### src/rtl/register_file_banked.sv
// register_file_banked
//   Banked index register file for the CPU datapath. Holds NUM_BANKS banks of
//   NUM_REGS registers, each REG_WIDTH bits wide. Supports single-register and
//   even/odd pair access, an in-place increment with zero detect (ISZ/INC), a
//   bank-select register, optional same-cycle write-to-read forwarding and a
//   background sequencer that zeroes every register, one per cycle.
//
// Ports
//   clk, rst                 clock, synchronous active-high reset
//   bankSelWe/bankSelDin     load the bank-select register at the edge
//   bankSel                  current bank index
//   regWe/regAddr/regDin     single-register write; regAddr also drives regDout
//   pairWe/pairAddr/pairDin  pair write (pairAddr forced even); pairAddr drives pairDout
//   incEn/incAddr            increment register incAddr
//   incZero                  incremented value of regs[incAddr] would be zero
//   clrReq                   start background clear of all banks
//   busy, clrDone            clear in progress / one-cycle completion pulse
//   regDout, pairDout        combinational reads from the current bank
module register_file_banked #(
  parameter int REG_WIDTH = 4,
  parameter int NUM_REGS  = 16,
  parameter int NUM_BANKS = 2,
  parameter int BYPASS    = 0,
  localparam int AW = $clog2(NUM_REGS),
  localparam int BW = (NUM_BANKS > 1) ? $clog2(NUM_BANKS) : 1
) (
  input  logic                   clk,
  input  logic                   rst,
  input  logic                   bankSelWe,
  input  logic [BW-1:0]          bankSelDin,
  output logic [BW-1:0]          bankSel,
  input  logic                   regWe,
  input  logic [AW-1:0]          regAddr,
  input  logic [REG_WIDTH-1:0]   regDin,
  input  logic                   pairWe,
  input  logic [AW-1:0]          pairAddr,
  input  logic [2*REG_WIDTH-1:0] pairDin,
  input  logic                   incEn,
  input  logic [AW-1:0]          incAddr,
  output logic                   incZero,
  input  logic                   clrReq,
  output logic                   busy,
  output logic                   clrDone,
  output logic [REG_WIDTH-1:0]   regDout,
  output logic [2*REG_WIDTH-1:0] pairDout
);

  // Clear counter walks bank-major: upper BW bits select the bank, lower AW
  // bits the register. With a single bank the top bit simply stays zero.
  localparam int CW = BW + AW;
  localparam logic [CW-1:0] CLR_LAST = CW'(NUM_BANKS * NUM_REGS - 1);

  localparam logic [0:0] ST_IDLE  = 1'b0;
  localparam logic [0:0] ST_CLEAR = 1'b1;

  logic [REG_WIDTH-1:0] regs [NUM_BANKS][NUM_REGS];
  logic [0:0]           state;
  logic [CW-1:0]        clrCnt;

  // Committed write for this cycle: port A carries the clear step, the even
  // half of a pair, a single write or the increment; port B only carries the
  // odd half of a pair and always targets the current bank.
  logic                 wrEnA;
  logic [BW-1:0]        wrBankA;
  logic [AW-1:0]        wrAddrA;
  logic [REG_WIDTH-1:0] wrDataA;
  logic                 wrIsInc;
  logic                 wrEnB;
  logic [AW-1:0]        wrAddrB;
  logic [REG_WIDTH-1:0] wrDataB;

  logic [AW-1:0]        evenAddr;
  logic [AW-1:0]        oddAddr;
  logic [REG_WIDTH-1:0] curInc;
  logic [REG_WIDTH-1:0] incVal;
  logic                 fwdA;
  logic                 fwdB;

  function automatic logic [REG_WIDTH-1:0] inc_wrap(input logic [REG_WIDTH-1:0] v);
    return v + REG_WIDTH'(1);
  endfunction

  // Returns the stored value unless an enabled write port targets the address.
  function automatic logic [REG_WIDTH-1:0] fwd(
    input logic [AW-1:0]        a,
    input logic [REG_WIDTH-1:0] stored,
    input logic                 enA,
    input logic [AW-1:0]        aA,
    input logic [REG_WIDTH-1:0] dA,
    input logic                 enB,
    input logic [AW-1:0]        aB,
    input logic [REG_WIDTH-1:0] dB
  );
    if (enA && (aA == a)) return dA;
    if (enB && (aB == a)) return dB;
    return stored;
  endfunction

  assign busy     = (state == ST_CLEAR);
  assign evenAddr = pairAddr & ~AW'(1);
  assign oddAddr  = pairAddr | AW'(1);
  assign curInc   = regs[bankSel][incAddr];
  assign incVal   = inc_wrap(curInc);

  always_comb begin
    wrEnA   = 1'b0;
    wrBankA = bankSel;
    wrAddrA = regAddr;
    wrDataA = regDin;
    wrIsInc = 1'b0;
    wrEnB   = 1'b0;
    wrAddrB = oddAddr;
    wrDataB = pairDin[REG_WIDTH-1:0];
    if (busy) begin
      wrEnA   = 1'b1;
      wrBankA = clrCnt[CW-1:AW];
      wrAddrA = clrCnt[AW-1:0];
      wrDataA = '0;
    end else if (pairWe) begin
      wrEnA   = 1'b1;
      wrAddrA = evenAddr;
      wrDataA = pairDin[2*REG_WIDTH-1:REG_WIDTH];
      wrEnB   = 1'b1;
    end else if (regWe) begin
      wrEnA   = 1'b1;
    end else if (incEn) begin
      wrEnA   = 1'b1;
      wrAddrA = incAddr;
      wrDataA = incVal;
      wrIsInc = 1'b1;
    end
  end

  // Forwarding only applies to writes landing in the bank being read; a clear
  // step in another bank must not leak into the reads.
  assign fwdA = (BYPASS != 0) && wrEnA && (wrBankA == bankSel);
  assign fwdB = (BYPASS != 0) && wrEnB;

  assign regDout  = fwd(regAddr, regs[bankSel][regAddr], fwdA, wrAddrA, wrDataA,
                        fwdB, wrAddrB, wrDataB);
  assign pairDout = {fwd(evenAddr, regs[bankSel][evenAddr], fwdA, wrAddrA, wrDataA,
                         fwdB, wrAddrB, wrDataB),
                     fwd(oddAddr, regs[bankSel][oddAddr], fwdA, wrAddrA, wrDataA,
                         fwdB, wrAddrB, wrDataB)};
  // The increment's own result is excluded from forwarding here; otherwise
  // incZero would describe the value after the increment rather than its result.
  assign incZero  = &fwd(incAddr, curInc, fwdA && !wrIsInc, wrAddrA, wrDataA,
                         fwdB, wrAddrB, wrDataB);

  always_ff @(posedge clk) begin
    if (rst) begin
      for (int b = 0; b < NUM_BANKS; b++) begin
        for (int r = 0; r < NUM_REGS; r++) begin
          regs[b][r] <= '0;
        end
      end
      bankSel <= '0;
      state   <= ST_IDLE;
      clrCnt  <= '0;
      clrDone <= 1'b0;
    end else begin
      clrDone <= 1'b0;
      if (bankSelWe) bankSel <= (NUM_BANKS > 1) ? bankSelDin : '0;
      if (wrEnA) regs[wrBankA][wrAddrA] <= wrDataA;
      if (wrEnB) regs[bankSel][wrAddrB] <= wrDataB;
      case (state)
        ST_IDLE: begin
          if (clrReq) state <= ST_CLEAR;
        end
        ST_CLEAR: begin
          if (clrCnt == CLR_LAST) begin
            state   <= ST_IDLE;
            clrCnt  <= '0;
            clrDone <= 1'b1;
          end else begin
            clrCnt <= clrCnt + CW'(1);
          end
        end
        default: state <= ST_IDLE;
      endcase
    end
  end

endmodule

### config.mk
export PLATFORM = sky130hd
export DESIGN_NAME = register_file_banked
export DESIGN_NICKNAME = d
export VERILOG_FILES = /design/src/rtl/register_file_banked.sv
export SDC_FILE = /design/constraint.sdc
export NUM_CORES = 1
export LEC_CHECK = 0
export BUFFER_PORTS_ARGS = -buffer_cell sky130_fd_sc_hd__buf_2
export CORE_MARGIN = 2
export CORE_UTILIZATION = 45
export DETAILED_ROUTE_END_ITERATION = 10
export PLACE_DENSITY = 0.64
export SYNTH_ARGS = -nofsm -noshare
export SYNTH_HDL_FRONTEND = slang
export SYNTH_SLANG_ARGS = --single-unit
### constraint.sdc
create_clock -name clk -period 4.07 [get_ports clk]
set_input_delay 0.407 -clock clk [delete_from_list [all_inputs] [get_ports clk]]
set_output_delay 0.407 -clock clk [all_outputs]
set_load 0.1 [all_outputs]
==> flow_summary.yaml <==
global_route:
  grt.met3_usage_pct: 7.53
  grt.met1_usage_pct: 40.5
  globalRouteOverflowTotal: 0
  grt_pass1_wl_um: 45200
  globalRouteMet2Util_pct: 48.6
  globalRouteTotalUtil_pct: 30.8
  number_of_global_route_vias_before_repair: 7090
  top_usage_layer_grt: "met2"
  grt_start_max_net_pins: 46
  antenna_found_initial: 1
cts:
  clockBufferDepth: 2
  tritoncts_num_sinks: 137
  post_cts_buffers: 0
  cts-htree-levels: 4
  clk_pin_slew_ns: 0.06
  ctsHoldBuffers: 0
  post_cts_resized: 0
  clk_root_buffer_cell: "clkbuf_16"
  cts_tree: "yes"
  numCtsBuffers: 17
  clock_insertion_delay_worst_skew_ns: 0.43
logic_synthesis:
  syn_nets: 815
  synth-compound-area-share_pct: 10.4
  edff_count_synth: 128
  avgSynthCellArea_um2: 11.3
  syn-instance-count: 780
  post_synth_and_or_nand_nor_area_fraction_pct: 13.9
  main_combinational_cell_family_by_area_after_synthesis: "multiplexers"
  synth_mux_area_share_pct: 25.4
  synth_cell_types: 44
  mappedNetlistArea_mm2: 0.00878
  asyncSetResetFlopFracSynth_pct: 0
  synthFlopType: "edfxtp_1"
  synth-adder-area-share_pct: 0.428
  synth-xor-area-share_pct: 0.0998
  ys.warnings.count: 0
  synth.ff_latch_count: 137
  synth_sequential_area_ratio_pct: 45.8
sta:
  worst_slew_margin_rel_pct: 36.7
  fmax_mhz: 265
  hold_violations: 0
  timing.setup.tns_ns: 0
  rsz0062_at_grt: "false"
  worstMarginPinSlew_ns: 0.950
  finalClockSkew_ns: 0.00883
  timing.final.crit_period_ns: 3.78
  final_max_slew_viol_count: 0
  min_period_over_period_pct: 92.8
  report.final.setup_viol: 0
finish:
  num-nets-final: 833
  antenna_cells: 0
  register_area_mm2: 0.00403
  drive_gt1_share_pct: 21.6
  fill_cells: 1702
  multi_input_gate_area_in_the_final_layout_mm2: 0.00442
  final_design_area_no_fill_mm2: 0.00987
  area_delta_synth_final_pct: 12.4
setup_path:
  setup.worst_path.end_class: "flop"
  worst_r2r_endpoint: "regs[1][59]"
  crit_path_largest_cell_delay_ns: 0.65
  timing.critical_path.cells: "buf_4 > mux4_2 > mux4_2 > mux2_2 > and2_1 > and4b_4 > a2111oi_4 > buf_12 > buf_4 > o31ai_1"
  critPathArrivalTime_ns: 3.93
  worst-endpoint-required_ns: 4.22
  worst_path_maximum_fanout: 23
  ff2ff_setup_slack_ns: 0.29
  number_of_cell_instances_on_the_worst_register_to_register_path: 10
  timing.setup.critical_path_class: "flop to flop"
  slowest_stage: "dfxtp_4"
  timing.critical_path.from_type: "flop"
detailed_routing:
  average_detailed_routed_wire_length_per_instance_um: 28.3
  route.vias.total: 7193
  via_density: 6.68
  drt_iter0_drc: 781
  antenna_violating_nets_post_route: 0
  remaining_drc_errors: 0
  routed_wirelength_um: 30500
  firstDrtPassIters: 5
min_path:
  worst_hold_path.num_cells: 3
  worst_hold_path_type: "primary input to flop"
  hold-path-endpoint: "busy"
  timing.hold.worst.start: "clrReq"
pwr:
  maximum_ir_drop_on_the_vdd_rail_v: 0.000305
  p_leak_nw: 3.42
  cellPowerDensity_mw_per_mm2: 413
placement:
  detailed_place_hpwl_um: 22400
  globalplace.congestion: 0.991
  buffer_ports.inserted: 46
  post_dp_cell_area_mm2: 0.00928
run:
  cap_viol_max_count: 0
floorplan:
  floorplan.die_area_mm2: 0.0206
  placement_rows: 51
  fp.coreArea_mm2: 0.0193
  floorplan.die.width_um: 144
  floorplan.die.height_um: 144
  io_pins: 48
  initial_utilization_pct: 45.4
outcome:
  outcome: "completed"
## Yosys cell counts, types with 6 or more instances
cell type / instances / area (µm²)
clkbuf_1: 44 / 165
o31ai_1: 20 / 150
nand2_1: 93 / 349
buf_1: 10 / 37.5
nand3_1: 7 / 35.0
mux2i_1: 82 / 821
nor2_1: 81 / 304
nand2b_1: 15 / 93.8
and3b_1: 6 / 52.6
o21ai_0: 51 / 255
inv_1: 11 / 41.3
o22ai_1: 40 / 250
mux4_2: 59 / 1330
a22oi_1: 7 / 52.6
or4_1: 9 / 67.6
nor3_1: 14 / 70.1
mux2_2: 7 / 78.8
edfxtp_1: 128 / 3840
a21oi_1: 17 / 85.1
buf_2: 14 / 70.1
dfxtp_1: 9 / 180
## state kept, by name, summed over array words and instances (netlist names), named ones only
register / cells
bankSel: 1
regs: 128
clrCnt: 5
busy: 1
clrDone: 1
## where the power goes
part           total (mW)  switching (mW)  internal [mW]  leakage, nW
registers            1.74          0.0920           1.65         1.37
logic               0.811           0.545          0.266         1.76
clock network        1.53           0.611          0.918        0.295
total                4.08            1.25           2.83         3.42
## placed cells by master, fill, tap and decap left out, drive strengths merged, types with 2 or more instances in the layout
cell,count
a211oi,5
a21oi,17
a22o,2
a22oi,7
and2,5
and3,5
and3b,6
buf,70
clkbuf,23
clkinv,6
dfxtp,9
edfxtp,128
ha,3
inv,13
mux2,7
mux2i,82
mux4,59
nand2,93
nand2b,15
nand3,7
nand3b,4
nand4,3
nor2,81
nor2b,3
nor3,14
nor3b,4
nor4,3
o211ai,2
o21ai,51
o22ai,40
o31ai,20
or3,5
or4,9
## cell type report
| type | instances | area share [%] |
|---|---|---|
| Multi-Input combinational cell | 561 | 44.8 |
| Sequential cell | 137 | 40.8 |
| Clock buffer | 23 | 5.39 |
| Timing Repair Buffer | 70 | 4.66 |
| Tap cell | 265 | 3.36 |
| Clock inverter | 9 | 0.583 |
| Inverter | 11 | 0.418 |
## kinds of logic after synthesis
family	count (synthesis)
buf+inv	82
mux	148
xor+xnor	1
simple gates	261
flops	137
compound gates	148
fa+ha+maj	3
## worst max-delay path: cells and delay by family (launching register included)
family	cells	cell delay (ns)
mux	3	1.29
buf+inv	3	0.69
flops	1	0.65
compound gates	2	0.43
simple gates	2	0.41
## routing by layer
metal	up-vias	part of all wire [%]
met4	2	4.1
met2	457	47
met1	3593	38
li1	3047	-
met3	94	11
met5	-	0.023
## metrics by stage
| stage | power, mW | instances | hold slack, ns | utilization (%) | worst slack (ns) |
|---|---|---|---|---|---|
| 6_report | 4.08 | 1076 | 0.231 | 51.1 | 0.294 |
| 5_1_grt | 4.17 | 1076 | 0.245 | 51.1 | 0.168 |
| 4_1_cts | 4.07 | 1076 | 0.218 | 51.1 | 0.300 |
| 3_5_place_dp | 2.56 | 1044 | 0.544 | 48.0 | 0.319 |
| 3_3_place_gp | 2.54 | 1044 | 0.536 | 48.0 | 0.344 |
| 2_1_floorplan | 2.29 | 780 | 0.484 | - | 0.324 |
## worst max path at each step
| stage | startpoint | endpoint | slack [ns] | cells past startpoint |
|---|---|---|---|---|
| detailed placement | flop | regs[1][55] | 0.32 | 9 |
| global placement | flop | regs[1][23] | 0.34 | 9 |
| floorplan | flop | regDout[1] | 0.32 | 10 |
| global route | flop | regs[0][19] | 0.17 | 10 |
| CTS | flop | regs[1][7] | 0.30 | 9 |
| finish | flop | regs[1][59] | 0.29 | 10 |
Note: power is estimated with default switching activity, not from simulation.
